===== config.mk =====
export PLATFORM = sky130hd
export DESIGN_NAME = dand_soc_simple
export DESIGN_NICKNAME = d
export VERILOG_FILES = /design/src/rtl/dand_soc_pkg.sv /design/src/rtl/dand_core_cpu.sv /design/src/rtl/dand_soc_simple.sv
export SDC_FILE = /design/constraint.sdc
export NUM_CORES = 1
export LEC_CHECK = 0
export ABC_AREA = 1
export CORE_MARGIN = 3
export CORE_UTILIZATION = 55
export DETAILED_ROUTE_END_ITERATION = 10
export PLACE_DENSITY = 0.72
export SLEW_MARGIN = 20
export SYNTH_ARGS = -nofsm -noshare
export SYNTH_HDL_FRONTEND = slang
export SYNTH_SLANG_ARGS = --single-unit

===== constraint.sdc =====
create_clock -name io_axiClk -period 1.2 [get_ports io_axiClk]
set_input_delay 0.12 -clock io_axiClk [delete_from_list [all_inputs] [get_ports io_axiClk]]
set_output_delay 0.12 -clock io_axiClk [all_outputs]
set_load 0.01 [all_outputs]

===== src/rtl/dand_soc_pkg.sv =====
// dand_soc_pkg -- shared definitions for the DAND SoC slice.
//   CLKS_PER_BIT_DEFAULT : default UART bit period in io_axiClk cycles
//   BANNER_BYTES / BANNER_LEN : start-up banner "DAND\r\n"
//   tx_state_t / rx_state_t  : UART transmitter / receiver states
//   banner_byte()            : range-safe lookup into the banner table
package dand_soc_pkg;

   localparam int CLKS_PER_BIT_DEFAULT = 16;

   localparam int BANNER_LEN   = 6;
   localparam int BANNER_IDX_W = $clog2(BANNER_LEN + 1);
   localparam logic [7:0] BANNER_BYTES [BANNER_LEN] =
      '{8'h44, 8'h41, 8'h4E, 8'h44, 8'h0D, 8'h0A};

   typedef enum logic [1:0] {
      TX_IDLE  = 2'd0,
      TX_START = 2'd1,
      TX_DATA  = 2'd2,
      TX_STOP  = 2'd3
   } tx_state_t;

   typedef enum logic [1:0] {
      RX_IDLE  = 2'd0,
      RX_START = 2'd1,
      RX_DATA  = 2'd2,
      RX_STOP  = 2'd3
   } rx_state_t;

   // Index BANNER_LEN (banner finished) returns 0 instead of reading off the end.
   function automatic logic [7:0] banner_byte(input logic [BANNER_IDX_W-1:0] idx);
      banner_byte = 8'h00;
      for (int i = 0; i < BANNER_LEN; i++) begin
         if (idx == BANNER_IDX_W'(i)) begin
            banner_byte = BANNER_BYTES[i];
         end
      end
   endfunction

endpackage


===== src/rtl/dand_core_cpu.sv =====
// dand_core_cpu -- byte sequencer feeding the UART transmitter.
//   clk, rst_n      : clock and synchronized active-low reset
//   tx_idle         : transmitter sits in IDLE
//   tx_last_stop    : transmitter is in the final cycle of a stop bit
//   hold_valid/data : received byte waiting to be echoed
//   hold_pop        : consume the held byte this cycle
//   tx_data         : byte to load into the transmitter
//   writeback_arbitration_isFiring : one-cycle strobe per byte handed to TX;
//                     doubles as the transmitter's launch command
module dand_core_cpu
   import dand_soc_pkg::*;
(
   input  logic       clk,
   input  logic       rst_n,
   input  logic       tx_idle,
   input  logic       tx_last_stop,
   input  logic       hold_valid,
   input  logic [7:0] hold_data,
   output logic       hold_pop,
   output logic [7:0] tx_data,
   output logic       writeback_arbitration_isFiring
);

   logic [BANNER_IDX_W-1:0] banner_idx_reg;
   logic                    banner_done;
   logic                    fire_banner;
   logic                    fire_echo;

   assign banner_done = (banner_idx_reg == BANNER_IDX_W'(BANNER_LEN));

   // Banner bytes may chain straight off the last stop cycle so frames are
   // back-to-back; echoed bytes wait for a genuinely idle transmitter.
   // rst_n gating keeps the strobe low while the registers are held in reset.
   assign fire_banner = rst_n && !banner_done && (tx_idle || tx_last_stop);
   assign fire_echo   = rst_n && banner_done && hold_valid && tx_idle;

   assign writeback_arbitration_isFiring = fire_banner || fire_echo;
   assign hold_pop = fire_echo;
   assign tx_data  = fire_banner ? banner_byte(banner_idx_reg) : hold_data;

   always_ff @(posedge clk or negedge rst_n) begin
      if (!rst_n) begin
         banner_idx_reg <= '0;
      end else if (fire_banner) begin
         banner_idx_reg <= banner_idx_reg + BANNER_IDX_W'(1);
      end
   end

endmodule


===== src/rtl/dand_soc_simple.sv =====
// dand_soc_simple -- prints "DAND\r\n" on the UART after reset, optionally
// echoing received bytes.
//   io_axiClk      : single clock
//   io_asyncResetn : asynchronous active-low reset (release synchronized, 2 flops)
//   io_uart_txd    : UART TX, 8N1, idle high
//   io_uart_rxd    : UART RX, 8N1, idle high, asynchronous
// Parameter CLKS_PER_BIT: io_axiClk cycles per UART bit (4..65535).
// Macro DANDSOC_ECHO_EN: when defined, builds the receiver and the 1-entry
// holding register so valid received bytes are echoed after the banner;
// otherwise io_uart_rxd is ignored.
module dand_soc_simple
   import dand_soc_pkg::*;
#(
   parameter int CLKS_PER_BIT = CLKS_PER_BIT_DEFAULT
) (
   input  logic io_axiClk,
   input  logic io_asyncResetn,
   output logic io_uart_txd,
   input  logic io_uart_rxd
);

   localparam int CNT_W = 16;
   localparam logic [CNT_W-1:0] BIT_LAST = CNT_W'(CLKS_PER_BIT - 1);
   localparam logic [CNT_W-1:0] BIT_HALF = CNT_W'(CLKS_PER_BIT / 2);

   // ---------------- reset synchronizer ----------------
   logic [1:0] rst_sync_reg;
   logic       rst_sync_n;

   always_ff @(posedge io_axiClk or negedge io_asyncResetn) begin
      if (!io_asyncResetn) begin
         rst_sync_reg <= 2'b00;
      end else begin
         rst_sync_reg <= {rst_sync_reg[0], 1'b1};
      end
   end
   assign rst_sync_n = rst_sync_reg[1];

   // ---------------- sequencer ----------------
   logic       tx_idle;
   logic       tx_last_stop;
   logic       tx_launch;
   logic [7:0] tx_data;
   logic       hold_valid;
   logic [7:0] hold_data;
   logic       hold_pop;

   dand_core_cpu core_cpu (
      .clk                            (io_axiClk),
      .rst_n                          (rst_sync_n),
      .tx_idle                        (tx_idle),
      .tx_last_stop                   (tx_last_stop),
      .hold_valid                     (hold_valid),
      .hold_data                      (hold_data),
      .hold_pop                       (hold_pop),
      .tx_data                        (tx_data),
      .writeback_arbitration_isFiring (tx_launch)
   );

   // ---------------- UART transmitter ----------------
   tx_state_t        tx_state_reg, tx_state_next;
   logic [CNT_W-1:0] tx_baud_reg,  tx_baud_next;
   logic [2:0]       tx_bit_reg,   tx_bit_next;
   logic [7:0]       tx_shift_reg, tx_shift_next;
   logic             txd_reg,      txd_next;
   logic             tx_bit_end;

   assign tx_bit_end   = (tx_baud_reg == BIT_LAST);
   assign tx_idle      = (tx_state_reg == TX_IDLE);
   assign tx_last_stop = (tx_state_reg == TX_STOP) && tx_bit_end;

   always_comb begin
      tx_state_next = tx_state_reg;
      tx_baud_next  = tx_baud_reg;
      tx_bit_next   = tx_bit_reg;
      tx_shift_next = tx_shift_reg;
      case (tx_state_reg)
         TX_IDLE: begin
            if (tx_launch) begin
               tx_state_next = TX_START;
               tx_baud_next  = '0;
               tx_shift_next = tx_data;
            end
         end
         TX_START: begin
            if (tx_bit_end) begin
               tx_state_next = TX_DATA;
               tx_baud_next  = '0;
               tx_bit_next   = 3'd0;
            end else begin
               tx_baud_next = tx_baud_reg + 1'b1;
            end
         end
         TX_DATA: begin
            if (tx_bit_end) begin
               tx_baud_next  = '0;
               tx_shift_next = {1'b0, tx_shift_reg[7:1]};
               if (tx_bit_reg == 3'd7) begin
                  tx_state_next = TX_STOP;
               end else begin
                  tx_bit_next = tx_bit_reg + 1'b1;
               end
            end else begin
               tx_baud_next = tx_baud_reg + 1'b1;
            end
         end
         TX_STOP: begin
            if (tx_bit_end) begin
               tx_baud_next = '0;
               // Next banner byte starts with no idle gap.
               if (tx_launch) begin
                  tx_state_next = TX_START;
                  tx_shift_next = tx_data;
               end else begin
                  tx_state_next = TX_IDLE;
               end
            end else begin
               tx_baud_next = tx_baud_reg + 1'b1;
            end
         end
         default: tx_state_next = TX_IDLE;
      endcase

      // Registered line driver so txd is glitch-free.
      case (tx_state_next)
         TX_START: txd_next = 1'b0;
         TX_DATA:  txd_next = tx_shift_next[0];
         default:  txd_next = 1'b1;
      endcase
   end

   always_ff @(posedge io_axiClk or negedge rst_sync_n) begin
      if (!rst_sync_n) begin
         tx_state_reg <= TX_IDLE;
         tx_baud_reg  <= '0;
         tx_bit_reg   <= 3'd0;
         tx_shift_reg <= 8'h00;
         txd_reg      <= 1'b1;
      end else begin
         tx_state_reg <= tx_state_next;
         tx_baud_reg  <= tx_baud_next;
         tx_bit_reg   <= tx_bit_next;
         tx_shift_reg <= tx_shift_next;
         txd_reg      <= txd_next;
      end
   end
   assign io_uart_txd = txd_reg;

`ifdef DANDSOC_ECHO_EN
   // ---------------- UART receiver ----------------
   rx_state_t        rx_state_reg, rx_state_next;
   logic [CNT_W-1:0] rx_baud_reg,  rx_baud_next;
   logic [2:0]       rx_bit_reg,   rx_bit_next;
   logic [7:0]       rx_shift_reg, rx_shift_next;
   logic [2:0]       rxd_pipe_reg;     // [0] meta, [1] synced, [2] previous synced
   logic             rxd_sync;
   logic             rxd_prev;
   logic             rx_bit_end;
   logic             rx_byte_valid;
   logic             hold_valid_reg;
   logic [7:0]       hold_data_reg;

   always_ff @(posedge io_axiClk or negedge rst_sync_n) begin
      if (!rst_sync_n) begin
         rxd_pipe_reg <= 3'b111;
      end else begin
         rxd_pipe_reg <= {rxd_pipe_reg[1:0], io_uart_rxd};
      end
   end
   assign rxd_sync   = rxd_pipe_reg[1];
   assign rxd_prev   = rxd_pipe_reg[2];
   assign rx_bit_end = (rx_baud_reg == BIT_LAST);

   always_comb begin
      rx_state_next = rx_state_reg;
      rx_baud_next  = rx_baud_reg;
      rx_bit_next   = rx_bit_reg;
      rx_shift_next = rx_shift_reg;
      rx_byte_valid = 1'b0;
      case (rx_state_reg)
         RX_IDLE: begin
            if (rxd_prev && !rxd_sync) begin
               rx_state_next = RX_START;
               rx_baud_next  = '0;
            end
         end
         RX_START: begin
            // Mid-start re-check rejects glitches; afterwards every sample
            // lands a full bit period later, i.e. mid-bit.
            if (rx_baud_reg == BIT_HALF) begin
               rx_baud_next  = '0;
               rx_bit_next   = 3'd0;
               rx_state_next = rxd_sync ? RX_IDLE : RX_DATA;
            end else begin
               rx_baud_next = rx_baud_reg + 1'b1;
            end
         end
         RX_DATA: begin
            if (rx_bit_end) begin
               rx_baud_next  = '0;
               rx_shift_next = {rxd_sync, rx_shift_reg[7:1]};
               if (rx_bit_reg == 3'd7) begin
                  rx_state_next = RX_STOP;
               end else begin
                  rx_bit_next = rx_bit_reg + 1'b1;
               end
            end else begin
               rx_baud_next = rx_baud_reg + 1'b1;
            end
         end
         RX_STOP: begin
            if (rx_bit_end) begin
               rx_baud_next  = '0;
               rx_state_next = RX_IDLE;
               rx_byte_valid = rxd_sync;    // low stop bit: framing error, drop
            end else begin
               rx_baud_next = rx_baud_reg + 1'b1;
            end
         end
         default: rx_state_next = RX_IDLE;
      endcase
   end

   always_ff @(posedge io_axiClk or negedge rst_sync_n) begin
      if (!rst_sync_n) begin
         rx_state_reg <= RX_IDLE;
         rx_baud_reg  <= '0;
         rx_bit_reg   <= 3'd0;
         rx_shift_reg <= 8'h00;
      end else begin
         rx_state_reg <= rx_state_next;
         rx_baud_reg  <= rx_baud_next;
         rx_bit_reg   <= rx_bit_next;
         rx_shift_reg <= rx_shift_next;
      end
   end

   // Holding register: a new byte only lands when empty; a full register
   // keeps its older byte.
   always_ff @(posedge io_axiClk or negedge rst_sync_n) begin
      if (!rst_sync_n) begin
         hold_valid_reg <= 1'b0;
         hold_data_reg  <= 8'h00;
      end else if (rx_byte_valid && !hold_valid_reg) begin
         hold_valid_reg <= 1'b1;
         hold_data_reg  <= rx_shift_reg;
      end else if (hold_pop) begin
         hold_valid_reg <= 1'b0;
      end
   end

   assign hold_valid = hold_valid_reg;
   assign hold_data  = hold_data_reg;
`else
   logic unused_rx;
   assign hold_valid = 1'b0;
   assign hold_data  = 8'h00;
   assign unused_rx  = io_uart_rxd ^ hold_pop;
`endif

endmodule


==> run metrics, run 1 <==
largest net degree at the start of global routing 34; post-synthesis sequential area ratio 43.5%; Cell Area, Synth 2010 µm²; largest family of logic cells by synthesized area simple AND/OR/NAND/NOR gates; DP HPWL roughly 3500 µm; warning count from the yosys run 0; most frequent cell after synthesis nand2_1; GPL Wtd Cong 0.926; root buf cell clkbuf_8; Post-synth EDFFs 0; post-synthesis mux area share 0%; Core Rows 21; asr flop ratio synth 100%; Synth Area in Adders under 10%; CTS sink count 35; Starting Density 58.5%; overall routing resource usage 60.1%; Post-synth top cells 65 x nand2_1, 34 x dfrtp_1, 33 x inv_1; Synth Area in Simple Gates 29.5%; post-synthesis xor/xnor area fraction 3.04%; Synth cell types 35; error msg [ERROR GRT-0232] Routing congestion too high. Check the congestion heatmap in the GUI.; ys flop type dfrtp_1; Syn Inst Count 251; Yosys top cell by area dfrtp_1; TritonCTS buffer count 5; Yosys top cell area share 42.2%; DIE HEIGHT ~67 µm; num ports 4; I/O Buffers 2; Area contributors post-synth dfrtp_1 42%, nand2_1 12%, inv_1 6.1%; Clock Tree Buf Depth 2; global route overflow 10; Die Span X 66.5 µm; halt point of the flow global routing (5_1_grt); number of synthesized register bits 35; Worst EP kind register data pin; worst setup endpoint GRT tx_baud_reg[15]$_DFFE_PN0P_/D; status stopped before the end; Compound-Gate Fraction of Synth Area roughly an eighth; dpl ws -0.432 ns; Net Count, Synth 262; CTS H-Tree Depth 2; Avg Cell Area, Syn 8.03 µm²
## through the flow
step           utilization (%)  hold WS, ns  instances  instance area, µm²
2_1_floorplan                -       -0.176        251                2080
3_3_place_gp              76.3        0.296        362                2630
3_5_place_dp              76.3        0.298        362                2630
4_1_cts                   89.7        0.359        382                3090
## logic make-up after synthesis
group | after synthesis
adder cells (fa/ha/maj) | 8
AO/OA/AOI/OAI | 35
other | 1
XOR/XNOR | 7
AND/OR/NAND/NOR | 129
buffers and inverters | 36
flip-flops | 35
## timing repair
item / 4_1_cts
resized for setup: 81
hold buffers: 1
hold endpoints to repair: 2
pin swaps: 31
buffers inserted: 11
endpoints found under the setup margin: 34
## metal layers
layer / GRT usage, % / overflow
met5: 0 / 0
met4: 59.6 / 6
met3: 41.0 / 0
met2: 80.2 / 4
met1: 59.6 / 0
==> run 2, diff against run 1 <==
Settings changed: CORE_UTILIZATION 55 to 40, PLACE_DENSITY 0.72 to unset, PLACE_DENSITY_LB_ADDON set to 0.15.
==> run 2 against run 1 <==
Effect of this change: the flow now finishes, with violations (setup timing); synthesized cell count stayed put; synthesized area stayed put.
==> run metrics, run 2 <==
final WL between 4000 and 5000 µm; layout cell share with drive strength beyond 1 44.4%; post-synthesis sequential area ratio 43.5% (unchanged); overall routing resource usage 18.6%; final number of setup-violating endpoints 33; routed len/inst 12.6 µm; post-DR vias/cell 4.83; CTS H-Tree Depth 2 (unchanged); die area 5920 µm²; Peak VDD IR 0.000692 V; Post-synth top cells 65 x nand2_1, 34 x dfrtp_1, 33 x inv_1 (unchanged); HP Class in2async; Synth cell types 35 (unchanged); Tmin final 1.57 ns; Post-DRT Antenna Nets 0; Post-Route Utilization 63.5%; Core Rows 25 (was 21); CTS tree yes; most common cell after layout, fill and taps aside buf_4; num ports 4 (unchanged); dpl ws -0.443 ns (was -0.432 ns); max-cap violations 0; largest net degree at the start of global routing 34; core footprint 4790 µm²; Post-synth EDFFs 0 (unchanged); most frequent cells in the layout 63 x buf_4, 55 x nand2_1, 32 x dfrtp_1, 27 x inv_1, 12 x nor2_1; Clock transition at path regs 0.07 ns; most frequent cell after synthesis nand2_1 (unchanged); reg2reg setup slack -0.37 ns; Net Count, Synth 262 (unchanged); DP HPWL 3540 µm (was 3470 µm); Antenna diodes 0; Startpoint Class flop; DIE HEIGHT 77.0 µm (was 66.5 µm); RSZ-0062 raised after global routing yes; Critical Path RT about 1.4 ns; vias in the first global route 1,991; hold slack 0.0109 ns; root buf cell clkbuf_8 (unchanged); Skew-Pair Late Insertion Delay 0.29 ns; R2R depth 10; Fillers about 420; Starting Density 42.1% (was 58.5%); Max Fanout on Critical Path 6; ys flop type dfrtp_1 (unchanged); Layout area overhead 50.7%; slack of the critical path -0.370 ns; max FFs per register 16; GPL Wtd Cong 0.824 (was 0.926); asr flop ratio synth 100% (unchanged); fin. max-slew vios 0; status finished, violations left (was stopped before the end); Reg-to-Reg Start tx_baud_reg[0]; I/O Buffers 2 (unchanged); setup TNS -9.39 ns; Final nets 339; Setup CP Type reg2reg; DRT iter0 DRCs 85; DRC 0; placed cell count 381 (was 362); Worst setup EP type flop; Clock Skew roughly 0.010 ns; Finished Layout Cells 396; P_leak 1.50 nW; Avg Cell Area, Syn 8.03 µm² (unchanged); Yosys top cell by area dfrtp_1 (unchanged); Yosys top cell area share 42.2% (unchanged); global route overflow 0; power per cell area 670 nW/µm²; Syn Inst Count 251 (unchanged); CTS sink count 35 (unchanged); failing checks setup timing; Area contributors post-synth dfrtp_1 42%, nand2_1 12%, inv_1 6.1% (unchanged); Initial DRT Pass Iterations 4; first-pass GRT wire length 8900 µm; warning count from the yosys run 0 (unchanged); CP arrival 1.74 ns; max frequency about 640 MHz; R2R Path End tx_bit_reg[0]; TritonCTS buffer count 5 (unchanged); Die Span X 77.0 µm (was 66.5 µm); vias 1,912; Final Hold Viols 0; final worst-path cycle share 131%; Clock Tree Buf Depth 2 (unchanged); number of synthesized register bits 35 (unchanged); Cell Area, Synth 2010 µm² (unchanged); antenna violations before repair 0
run 2: cell counts after synthesis:
Identical to the previous run, type by type.
run 2: routing by layer:
metal | up-vias | wire length [µm] | global-route usage, % | share of wire [%]
li1 | 971 | - | - | -
met1 | 919 | 2320 | 24.3 | 46
met2 | 16 | 2490 | 30.7 | 50
met3 | 6 | 142 | 4.34 | 2.8
met4 | 0 | 48 | 5.25 | 0.96
met5 | - | 0 | 0 | 0
run 2: worst max-delay path by stage:
stage	startpoint	endpoint	cells past startpoint
5_1_grt	tx_baud_reg[1]	tx_baud_reg[9]	10
3_5_place_dp	tx_baud_reg[8]	tx_bit_reg[0]	9
2_1_floorplan	tx_baud_reg[0]	tx_bit_reg[0]	10
3_3_place_gp	tx_baud_reg[8]	tx_bit_reg[0]	9
4_1_cts	tx_baud_reg[0]	io_uart_txd	10
6_report	tx_baud_reg[0]	tx_bit_reg[0]	10
run 2: final cells by class:
class                           count  area (µm²)  share of cell area, %
Clock buffer                        7        76.3                   2.51
Inverter                           34         134                   4.41
Timing Repair Buffer               72         581                   19.1
Sequential cell                    35         882                   29.0
Clock inverter                      1        5.00                  0.165
Multi-Input combinational cell    180        1270                   42.0
Tap cell                           67        83.8                   2.76
run 2: critical path, stage by stage (launching register included):
cell and delay (ns):
dfrtp_1 0.36, buf_6 0.11, ha_4 0.14, nand3_4 0.10, nor2_4 0.12, nand2_2 0.07
inv_2 0.06, nand2_2 0.05, or2_4 0.27, a21oi_2 0.13, a21oi_2 0.04
run 2: report_power, final:
group	internal, W	switching, W
combinational	0.00000678	0.0000263
sequential	0.00118	0.00000217
clock	0.000407	0.000409
total	0.00160	0.000437
run 2: cell families after synthesis:
family | Yosys count | share of synthesized area, %
other | 1 | 0.186
AO/OA/AOI/OAI | 35 | 11.7
buffers and inverters | 36 | 7.08
adder cells (fa/ha/maj) | 8 | 4.97
XOR/XNOR | 7 | 3.04
AND/OR/NAND/NOR | 129 | 29.5
flip-flops | 35 | 43.5
run 2: repair_timing:
action                                  in CTS  in global routing
gates resized for setup                     43                 27
cloned                                       0                  0
pin swaps                                   13                 18
hold buffers                                 0                  0
endpoints found under the setup margin      34                 34
buffers inserted                             3                  4
run 2: stage by stage:
stage	power, W	cell area (µm²)
CTS	0.00208	2910
global placement	0.00124	2650
detailed placement	0.00124	2650
finish	0.00204	3040
floorplan	0.00123	2080
global route	0.00212	3040
(Power assumes the default switching activity.)
